--- config.mk ---
export PLATFORM = sky130hd
export DESIGN_NAME = us_cmd_fsm_flat
export DESIGN_NICKNAME = d
export VERILOG_FILES = /design/src/rtl/us_cmd_fsm_if.sv /design/src/rtl/us_cmd_fsm.sv /design/src/flat_wrapper.sv
export SDC_FILE = /design/constraint.sdc
export NUM_CORES = 1
export LEC_CHECK = 0
export CAP_MARGIN = 5
export CORE_MARGIN = 5
export CORE_UTILIZATION = 49
export DETAILED_ROUTE_END_ITERATION = 10
export PLACE_DENSITY_LB_ADDON = 0.15
export SETUP_SLACK_MARGIN = 0.1
export SLEW_MARGIN = 20
export SYNTH_ARGS = -nofsm -noshare
export SYNTH_HDL_FRONTEND = slang
export SYNTH_SLANG_ARGS = --single-unit
--- constraint.sdc ---
create_clock -name clk -period 5.4 [get_ports clk]
set_clock_uncertainty 0.1 [all_clocks]
set_input_delay 1.08 -clock clk [delete_from_list [all_inputs] [get_ports clk]]
set_output_delay 1.08 -clock clk [all_outputs]
set_load 0.01 [all_outputs]
--- src/rtl/us_cmd_fsm_if.sv ---
// FIFO read port and TRN transmit port seen by the upstream command FSM.
// The master side is the FSM; the slave side is the FIFO plus the PCIe core.
interface us_cmd_fsm_if;
  // Command FIFO read port
  logic [127:0] fifo_dout;
  logic         fifo_empty;
  logic         fifo_rd_en;

  // TRN transmit port
  logic [31:0]  trn_td;
  logic         trn_tsof_n;
  logic         trn_teof_n;
  logic         trn_tsrc_rdy_n;
  logic         trn_tdst_rdy_n;
  logic         trn_tsrc_dsc_n;
  logic         trn_terrfwd_n;

  modport master (
    input  fifo_dout,
    input  fifo_empty,
    output fifo_rd_en,
    output trn_td,
    output trn_tsof_n,
    output trn_teof_n,
    output trn_tsrc_rdy_n,
    input  trn_tdst_rdy_n,
    output trn_tsrc_dsc_n,
    output trn_terrfwd_n
  );

  modport slave (
    output fifo_dout,
    output fifo_empty,
    input  fifo_rd_en,
    input  trn_td,
    input  trn_tsof_n,
    input  trn_teof_n,
    input  trn_tsrc_rdy_n,
    output trn_tdst_rdy_n,
    input  trn_tsrc_dsc_n,
    input  trn_terrfwd_n
  );
endinterface

--- src/rtl/us_cmd_fsm.sv ---
// Upstream command FSM: pops 128-bit commands from us_cmd_fifo and emits each one as a
// posted 3DW-header Memory Write TLP (1 or 2 DW payload) on the 32-bit TRN TX port.
module us_cmd_fsm #(
  parameter int unsigned TBUF_AV_BIT = 1
) (
  input  logic         clk,
  input  logic         rst_n,
  us_cmd_fsm_if.master bus,
  input  logic [15:0]  cfg_completer_id,
  input  logic         trn_lnk_up_n,
  input  logic [5:0]   trn_tbuf_av,
  output logic         busy,
  output logic [15:0]  tlp_count,
  output logic [7:0]   err_count
);

  localparam logic [2:0] StIdle  = 3'd0;
  localparam logic [2:0] StLatch = 3'd1;
  localparam logic [2:0] StHdr0  = 3'd2;
  localparam logic [2:0] StHdr1  = 3'd3;
  localparam logic [2:0] StHdr2  = 3'd4;
  localparam logic [2:0] StDat0  = 3'd5;
  localparam logic [2:0] StDat1  = 3'd6;

  logic [2:0]  state_q, state_d;
  logic [31:0] dw0_q, dw1_q;
  logic [29:0] addr_q;
  logic [7:0]  tag_q;
  logic [15:0] cid_q;
  logic        two_dw_q;
  logic [15:0] tlp_count_q;
  logic [7:0]  err_count_q;
  logic [31:0] td;

  logic len_legal;
  logic accept;
  logic last_beat;
  logic eof_ack;
  logic in_tlp;

  // Only codes 1 and 2 are legal, i.e. exactly one of the two length bits set.
  assign len_legal = ^bus.fifo_dout[97:96];
  assign accept    = ~bus.trn_tdst_rdy_n;
  assign last_beat = ((state_q == StDat0) & ~two_dw_q) | (state_q == StDat1);
  assign eof_ack   = last_beat & accept;
  assign in_tlp    = (state_q == StHdr0) | (state_q == StHdr1) | (state_q == StHdr2) |
                     (state_q == StDat0) | (state_q == StDat1);

  // Pop gate: only from IDLE, and only with link up and posted credits available.
  assign bus.fifo_rd_en = rst_n & (state_q == StIdle) & ~bus.fifo_empty & ~trn_lnk_up_n &
                          trn_tbuf_av[TBUF_AV_BIT];

  // Next-state logic; beat states move only when the core takes the beat.
  always_comb begin
    state_d = state_q;
    case (state_q)
      StIdle:  if (bus.fifo_rd_en) state_d = StLatch;
      StLatch: state_d = len_legal ? StHdr0 : StIdle;
      StHdr0:  if (accept) state_d = StHdr1;
      StHdr1:  if (accept) state_d = StHdr2;
      StHdr2:  if (accept) state_d = StDat0;
      StDat0:  if (accept) state_d = two_dw_q ? StDat1 : StIdle;
      StDat1:  if (accept) state_d = StIdle;
      default: state_d = StIdle;
    endcase
  end

  // Beat data decoded from registered state and latched command only, so backpressure
  // cannot reach trn_td combinationally and a stalled beat holds by construction.
  always_comb begin
    td = '0;
    case (state_q)
      StHdr0:  td = {1'b0, 2'b10, 5'b00000, 14'b0, 8'b0, two_dw_q ? 2'd2 : 2'd1};
      StHdr1:  td = {cid_q, tag_q, {4{two_dw_q}}, 4'hF};
      StHdr2:  td = {addr_q, 2'b00};
      StDat0:  td = dw0_q;
      StDat1:  td = dw1_q;
      default: td = '0;
    endcase
  end

  assign bus.trn_td         = td;
  assign bus.trn_tsrc_rdy_n = ~in_tlp;
  assign bus.trn_tsof_n     = ~(state_q == StHdr0);
  assign bus.trn_teof_n     = ~last_beat;
  assign bus.trn_tsrc_dsc_n = 1'b1;
  assign bus.trn_terrfwd_n  = 1'b1;

  assign busy      = (state_q != StIdle);
  assign tlp_count = tlp_count_q;
  assign err_count = err_count_q;

  // State, command latch and statistics counters.
  always_ff @(posedge clk) begin
    if (!rst_n) begin
      state_q     <= StIdle;
      dw0_q       <= '0;
      dw1_q       <= '0;
      addr_q      <= '0;
      tag_q       <= '0;
      cid_q       <= '0;
      two_dw_q    <= 1'b0;
      tlp_count_q <= '0;
      err_count_q <= '0;
    end else begin
      state_q <= state_d;
      if (state_q == StLatch) begin
        dw0_q    <= bus.fifo_dout[31:0];
        dw1_q    <= bus.fifo_dout[63:32];
        addr_q   <= bus.fifo_dout[95:66];
        tag_q    <= bus.fifo_dout[111:104];
        two_dw_q <= bus.fifo_dout[97];
        cid_q    <= cfg_completer_id;
        if (!len_legal && (err_count_q != 8'hFF)) begin
          err_count_q <= err_count_q + 8'd1;
        end
      end
      if (eof_ack) begin
        tlp_count_q <= tlp_count_q + 16'd1;
      end
    end
  end

  // Command bits that carry no meaning for a memory write.
  logic unused_fifo_bits;
  assign unused_fifo_bits = ^{bus.fifo_dout[127:112], bus.fifo_dout[103:98],
                              bus.fifo_dout[65:64]};

endmodule

--- src/flat_wrapper.sv ---
// flat-port wrapper written by rule: the top's interface ports become plain ports
module us_cmd_fsm_flat 
#(
  parameter int unsigned TBUF_AV_BIT = 1
)
  (clk, rst_n, cfg_completer_id, trn_lnk_up_n, trn_tbuf_av, busy, tlp_count, err_count, bus_fifo_dout, bus_fifo_empty, bus_fifo_rd_en, bus_trn_td, bus_trn_tsof_n, bus_trn_teof_n, bus_trn_tsrc_rdy_n, bus_trn_tdst_rdy_n, bus_trn_tsrc_dsc_n, bus_trn_terrfwd_n);
  us_cmd_fsm_if bus_i ();
  input  logic clk;
  input  logic rst_n;
  input  logic [15:0] cfg_completer_id;
  input  logic trn_lnk_up_n;
  input  logic [5:0] trn_tbuf_av;
  output logic busy;
  output logic [15:0] tlp_count;
  output logic [7:0] err_count;
  input wire logic [$bits(bus_i.fifo_dout)-1:0] bus_fifo_dout;
  input wire logic [$bits(bus_i.fifo_empty)-1:0] bus_fifo_empty;
  output wire logic [$bits(bus_i.fifo_rd_en)-1:0] bus_fifo_rd_en;
  output wire logic [$bits(bus_i.trn_td)-1:0] bus_trn_td;
  output wire logic [$bits(bus_i.trn_tsof_n)-1:0] bus_trn_tsof_n;
  output wire logic [$bits(bus_i.trn_teof_n)-1:0] bus_trn_teof_n;
  output wire logic [$bits(bus_i.trn_tsrc_rdy_n)-1:0] bus_trn_tsrc_rdy_n;
  input wire logic [$bits(bus_i.trn_tdst_rdy_n)-1:0] bus_trn_tdst_rdy_n;
  output wire logic [$bits(bus_i.trn_tsrc_dsc_n)-1:0] bus_trn_tsrc_dsc_n;
  output wire logic [$bits(bus_i.trn_terrfwd_n)-1:0] bus_trn_terrfwd_n;
  assign bus_i.fifo_dout = bus_fifo_dout;
  assign bus_i.fifo_empty = bus_fifo_empty;
  assign bus_fifo_rd_en = bus_i.fifo_rd_en;
  assign bus_trn_td = bus_i.trn_td;
  assign bus_trn_tsof_n = bus_i.trn_tsof_n;
  assign bus_trn_teof_n = bus_i.trn_teof_n;
  assign bus_trn_tsrc_rdy_n = bus_i.trn_tsrc_rdy_n;
  assign bus_i.trn_tdst_rdy_n = bus_trn_tdst_rdy_n;
  assign bus_trn_tsrc_dsc_n = bus_i.trn_tsrc_dsc_n;
  assign bus_trn_terrfwd_n = bus_i.trn_terrfwd_n;
  us_cmd_fsm #(.TBUF_AV_BIT(TBUF_AV_BIT)) u_core (.clk(clk), .rst_n(rst_n), .bus(bus_i), .cfg_completer_id(cfg_completer_id), .trn_lnk_up_n(trn_lnk_up_n), .trn_tbuf_av(trn_tbuf_av), .busy(busy), .tlp_count(tlp_count), .err_count(err_count));
endmodule
Yosys cells after proc, flatten, opt, wreduce, memory -nomap -nowiden
Cells that the tools add are included.

Register bits: 146. Bits of input ports: 155.

Add/subtract/negate cells: 2. Eq/ne operators: 13. Mux-type cells: 11. Bitwise logic cells: 18. Reductions and logical operators: 7.

Operators with widths (count): one-hot mux 32 bit (5 select lines) (1); two-way mux 3 bit (7); one-hot mux 3 bit (7 select lines) (1); adder 16 x 1 -> 16 bit (second input constant) (1); inequality test 2 bit (second input constant) (6); == test 3 bit (second input constant) (3); adder 8 x 1 -> 8 bit (second input constant) (1); inequality test 8 bit (second input constant) (1); inverter 1 bit (7); bitwise AND 1 bit (6); == test 3 x 2 -> 1 bit (second input constant) (2); AND reduction 6 bit (1); bitwise OR 1 bit (5); two-way mux 2 bit (2); == test 3 x 1 -> 1 bit (second input constant) (1); logical NOT 3 bit (1); nonzero test 3 bit (1); AND reduction 2 bit (1); parity 2 bit (1); logical AND 1 bit (1); logical NOT 1 bit (1).

Depth between registers and ports, before layout
Depth after elaboration: 7. Gate-level depth with buffers: 7.

Worst setup path after synthesis
Ideal clock, no wire load.

Path kind: input-to-output. Start point: input rst_n. End point: output bus_fifo_rd_en. Data arrival time: 1.916 ns. Required time: 4.220 ns. Path slack: 2.304 ns. Stages on the path: 3. Buffers on the path: 1. Cell sequence: clkbuf_1 inv_2 nor4_1.

Cells in the longest elaborated chain, start to end: 4.

RTL lines: start: declaration (RTL line flat_wrapper.sv:9) `input logic rst_n;`; bitwise AND 1 bit (4 in a row) (RTL line us_cmd_fsm.sv:50) `assign bus.fifo_rd_en = rst_n & (state_q == StIdle) & ~bus.fifo_empty & ~trn_lnk_up_n &`; end: declaration (RTL line flat_wrapper.sv:18) `output wire logic [$bits(bus_i.fifo_rd_en)-1:0] bus_fifo_rd_en;`.

No other way between the ends.

Final worst setup path
Start point: register u_core.state_q[2]. End point: output bus_trn_td[31].

Cells in the longest elaborated chain, start to end: 2. Elaborated cells on any way between the ends: 6. Those cells by class: eq/ne (5); mux (1).

RTL lines: start: declaration (RTL line us_cmd_fsm.sv:25) `logic [2:0] state_q, state_d;`; start signal: assignment (RTL line us_cmd_fsm.sv:96) `state_q <= StIdle;`; start signal: assignment (RTL line us_cmd_fsm.sv:106) `state_q <= state_d;`; == test 3 bit or == test 3 x 2 -> 1 bit (tied branches) (RTL line us_cmd_fsm.sv:72) `case (state_q)`; one-hot mux 32 bit (5 select lines) * (RTL line us_cmd_fsm.sv:72); end: declaration (RTL line flat_wrapper.sv:19) `output wire logic [$bits(bus_i.trn_td)-1:0] bus_trn_td;`.

Every way passes the cells marked *; elsewhere a longest branch is shown, timed or not.

==> report_table.html <==
<table>
<tr><th>Metric</th><th>Value</th></tr>
<tr><th colspan="2">Clock tree</th></tr>
<tr><td>Clock sink count</td><td>146</td></tr>
<tr><td>Clock-pin slew on the worst setup and hold paths</td><td>60 ps</td></tr>
<tr><td>Insertion delay of the later-clocked pin in the worst-skew pair</td><td>430 ps</td></tr>
<tr><td>CTS Hold Buffers Added</td><td>0</td></tr>
<tr><td>Clock tree from TritonCTS</td><td>done</td></tr>
<tr><td>Number of levels the H-tree was split into</td><td>4</td></tr>
<tr><td>CTS root buffer</td><td>sky130_fd_sc_hd__clkbuf_16</td></tr>
<tr><td>Post-CTS setup buffer count</td><td>0</td></tr>
<tr><td>Number of gates resized after cts</td><td>0</td></tr>
<tr><td>Number of clock buffers inserted by TritonCTS</td><td>17</td></tr>
<tr><td>Clock tree buffer depth</td><td>2</td></tr>
<tr><th colspan="2">Power</th></tr>
<tr><td>Clock share of power</td><td>48.8%</td></tr>
<tr><td>Power per cell area</td><td>282 nW/um^2</td></tr>
<tr><td>Total power</td><td>2.44 mW</td></tr>
<tr><td>Share of total power in combinational logic</td><td>6.3%</td></tr>
<tr><td>Internal power summed over all cells</td><td>1.92 mW</td></tr>
<tr><td>Switching share of power</td><td>21.4%</td></tr>
<tr><td>Peak supply drop</td><td>0.000257 V</td></tr>
<tr><td>Power dissipated by switching net loads</td><td>0.522 mW</td></tr>
<tr><td>Leak pwr</td><td>2.93 nW</td></tr>
<tr><td>Seq pwr share</td><td>45.0%</td></tr>
<tr><th colspan="2">Logic synthesis</th></tr>
<tr><td>Number of synthesized register bits</td><td>146</td></tr>
<tr><td>Post-synthesis cell count</td><td>788</td></tr>
<tr><td>Synthesis warning total</td><td>0</td></tr>
<tr><td>Cell area after synthesis</td><td>6160 um^2</td></tr>
<tr><td>Register area share after synthesis</td><td>47.5%</td></tr>
<tr><td>Async set-reset flop share out of synthesis</td><td>0%</td></tr>
<tr><td>Ys flop type</td><td>sky130_fd_sc_hd__dfxtp_1</td></tr>
<tr><td>Syn Area/Cell</td><td>7.81 um^2</td></tr>
<tr><td>Number of distinct library cell variants in the gate-level netlist after synthesis</td><td>42</td></tr>
<tr><td>Number of enable flip-flop cells after synthesis</td><td>0</td></tr>
<tr><th colspan="2">Timing</th></tr>
<tr><td>Fin. max-slew vios</td><td>0</td></tr>
<tr><td>Setup_tns</td><td>0 ps</td></tr>
<tr><td>Final WS setup</td><td>1030 ps</td></tr>
<tr><td>Final hold violation count</td><td>0</td></tr>
<tr><td>Upper clock frequency limit</td><td>229 MHz</td></tr>
<tr><td>Relative max-transition margin</td><td>27.4%</td></tr>
<tr><td>Final setup violation count</td><td>0</td></tr>
<tr><td>Share of the cycle needed by the critical path after routing</td><td>80.8%</td></tr>
<tr><td>Setup repair after global routing missed its margin</td><td>no</td></tr>
<tr><td>Final period demand of the worst path</td><td>4370 ps</td></tr>
<tr><td>Transition time at the pin with the least slew margin</td><td>1090 ps</td></tr>
<tr><td>Min Hold Slack</td><td>355 ps</td></tr>
<tr><th colspan="2">GRT</th></tr>
<tr><td>Vias in the first global route</td><td>5929</td></tr>
<tr><td>Antenna violations before repair</td><td>0</td></tr>
<tr><td>Global-route wire length before repair</td><td>28600 um</td></tr>
<tr><td>Overall overflow remaining after global route</td><td>0</td></tr>
<tr><td>Pin count of the biggest net entering global routing</td><td>121</td></tr>
<tr><td>Overall track demand over capacity in global routing</td><td>24.3%</td></tr>
<tr><th colspan="2">Worst setup path</th></tr>
<tr><td>CP Capture Type</td><td>output port</td></tr>
<tr><td>Setup CP Type</td><td>reg2out</td></tr>
<tr><td>Maximum fanout encountered on the critical timing path</td><td>22</td></tr>
<tr><td>Setup crit start kind</td><td>flop</td></tr>
<tr><td>Required arrival time at the worst endpoint</td><td>4220 ps</td></tr>
<tr><td>Data arrival time of the critical path</td><td>3190 ps</td></tr>
<tr><th colspan="2">Cells and area</th></tr>
<tr><td>Final #Nets</td><td>1094</td></tr>
<tr><td>Fraction of final layout cells sized beyond drive strength 1</td><td>4.63%</td></tr>
<tr><td>Antenna Diode Count</td><td>0</td></tr>
<tr><td>Most frequent cells in the layout</td><td>sky130_fd_sc_hd__nand2_1, sky130_fd_sc_hd__clkdlybuf4s50_1, sky130_fd_sc_hd__dfxtp_1</td></tr>
<tr><td>Summed area of non-filler cells in the final layout</td><td>8660 um^2</td></tr>
<tr><td>Post-Route Utilization</td><td>69.5%</td></tr>
<tr><td>Most common cell after layout, fill and taps aside</td><td>sky130_fd_sc_hd__nand2_1</td></tr>
<tr><td>Number of filler cells placed in the layout</td><td>1000</td></tr>
<tr><td>Signed area change from the synthesized netlist to the final layout</td><td>40.7%</td></tr>
<tr><td>Filler-free cell count of the finished design</td><td>1122</td></tr>
<tr><th colspan="2">Place</th></tr>
<tr><td>Worst slack at placement</td><td>1240 ps</td></tr>
<tr><td>Half-perimeter wire length after detailed placement</td><td>12000 um</td></tr>
<tr><td>Final GP Congestion</td><td>0.860</td></tr>
<tr><td>Placed cell count</td><td>1089</td></tr>
<tr><td>Placed Instance Area</td><td>8030 um^2</td></tr>
<tr><td>Number of input and output port buffers inserted</td><td>186</td></tr>
<tr><th colspan="2">Hold path</th></tr>
<tr><td>Path type of the worst min-delay path</td><td>reg2reg</td></tr>
<tr><th colspan="2">Detailed routing</th></tr>
<tr><td>Post-DRT Antenna Nets</td><td>0</td></tr>
<tr><td>Routed WL</td><td>18200 um</td></tr>
<tr><td>Drt initial violations</td><td>542</td></tr>
<tr><td>Routed vias/inst</td><td>5.47</td></tr>
<tr><td>DRC violations left</td><td>0</td></tr>
<tr><td>Routed len/inst</td><td>16.2 um</td></tr>
<tr><td>Total via count after detailed routing</td><td>6133</td></tr>
<tr><td>Length of the first detailed-routing pass in iterations</td><td>6</td></tr>
<tr><th colspan="2">Run status</th></tr>
<tr><td>Status</td><td>completed</td></tr>
<tr><th colspan="2">Floorplan</th></tr>
<tr><td>Std-Cell Rows</td><td>41</td></tr>
<tr><td>Number of top-level pins</td><td>218</td></tr>
<tr><td>Horizontal extent of the die</td><td>122 um</td></tr>
<tr><td>Die ar.</td><td>14900 um^2</td></tr>
<tr><td>Effective utilization at floorplan</td><td>49.4%</td></tr>
<tr><td>Overall die height</td><td>122 um</td></tr>
<tr><td>Area of the core region</td><td>12500 um^2</td></tr>
<tr><th colspan="2">Job</th></tr>
<tr><td>Max Cap Viol</td><td>0</td></tr>
</table>
==> final timing paths <==
check	slack, ps	cells past startpoint	end	startpoint
hold reg to reg	350	2	u_core.dw0_q[0]	u_core.dw0_q[0]
hold / removal	350	2	u_core.dw0_q[0]	u_core.dw0_q[0]
setup reg to reg	2540	4	u_core.tlp_count[15]	u_core.state_q[1]
setup / recovery	1030	6	bus_trn_td[31]	u_core.state_q[2]
==> power by group through the flow <==
stage                     clock network (mW)  logic [mW]  registers, mW
after floorplan                            0      0.0471           1.12
after global placement                     0       0.150           1.12
after detailed placement                   0       0.150           1.12
after CTS                               1.21       0.152           1.10
after global routing                    1.26       0.163           1.10
final                                   1.19       0.153           1.10
==> flip-flops by register name, summed over array words and instances, names as in the netlist <==
| name | cells |
|---|---|
| u_core.addr_q | 30 |
| u_core.cid_q | 16 |
| u_core.dw0_q | 32 |
| u_core.dw1_q | 32 |
| u_core.err_count | 8 |
| u_core.state_q | 3 |
| u_core.tag_q | 8 |
| u_core.tlp_count | 16 |
| u_core.two_dw_q | 1 |
==> cells by family (layout without fill, tap and decap cells) <==
group,Yosys count,count (layout),share of synthesized area (%)
AOI/OAI and AO/OA,229,229,22.9
other,1,2,0.0609
and+or+nand+nor,324,324,22.1
buffers and inverters,71,232,4.80
xor gates and xnor gates,9,9,1.28
adders and majority gates,2,2,0.406
DFF,146,146,47.5
muxes,6,6,0.975
==> critical path, stage by stage (launching register included) <==
cell	delay, ps
sky130_fd_sc_hd__dfxtp_1	760
sky130_fd_sc_hd__nand2b_1	210
sky130_fd_sc_hd__nor2_2	550
sky130_fd_sc_hd__buf_4	350
sky130_fd_sc_hd__a22o_1	180
sky130_fd_sc_hd__a221o_1	140
sky130_fd_sc_hd__clkdlybuf4s50_1	550
==> Yosys cell counts, types with 4 or more instances <==
cell	count	area, um^2
sky130_fd_sc_hd__buf_2	17	85.1
sky130_fd_sc_hd__mux2i_1	6	60.1
sky130_fd_sc_hd__buf_1	7	26.3
sky130_fd_sc_hd__nor2_1	13	48.8
sky130_fd_sc_hd__a22oi_1	4	30.0
sky130_fd_sc_hd__or3_1	13	81.3
sky130_fd_sc_hd__o211ai_1	5	37.5
sky130_fd_sc_hd__xor2_1	6	52.6
sky130_fd_sc_hd__dfxtp_1	146	2920
sky130_fd_sc_hd__a21oi_1	140	701
sky130_fd_sc_hd__a221o_1	23	230
sky130_fd_sc_hd__nand3_1	13	65.1
sky130_fd_sc_hd__o21ai_0	18	90.1
sky130_fd_sc_hd__a22o_1	25	219
sky130_fd_sc_hd__clkbuf_1	38	143
sky130_fd_sc_hd__nor2b_1	5	31.3
sky130_fd_sc_hd__nand2_1	258	968
sky130_fd_sc_hd__inv_1	6	22.5
==> routing by layer <==
| metal | global-route usage (%) | wire length, um | vias to the layer above |
|---|---|---|---|
| met2 | 40.4 | 8770 | 231 |
| li1 | - | - | 3016 |
| met3 | 7.57 | 1230 | 35 |
| met1 | 29.3 | 7750 | 2851 |
| met4 | 9.59 | 450 | 0 |
| met5 | 0 | 0 | - |
==> cell type report <==
type | count | area (um^2) | area share (%)
tap | 172 | 215 | 2.48
clock inverter | 14 | 164 | 1.89
multi-input combinational | 572 | 2960 | 34.1
sequential | 146 | 2920 | 33.7
inverter | 7 | 28.8 | 0.332
clock buffer | 18 | 439 | 5.07
timing repair buffer | 193 | 1940 | 22.4
Note: power is estimated with default switching activity, not from simulation.
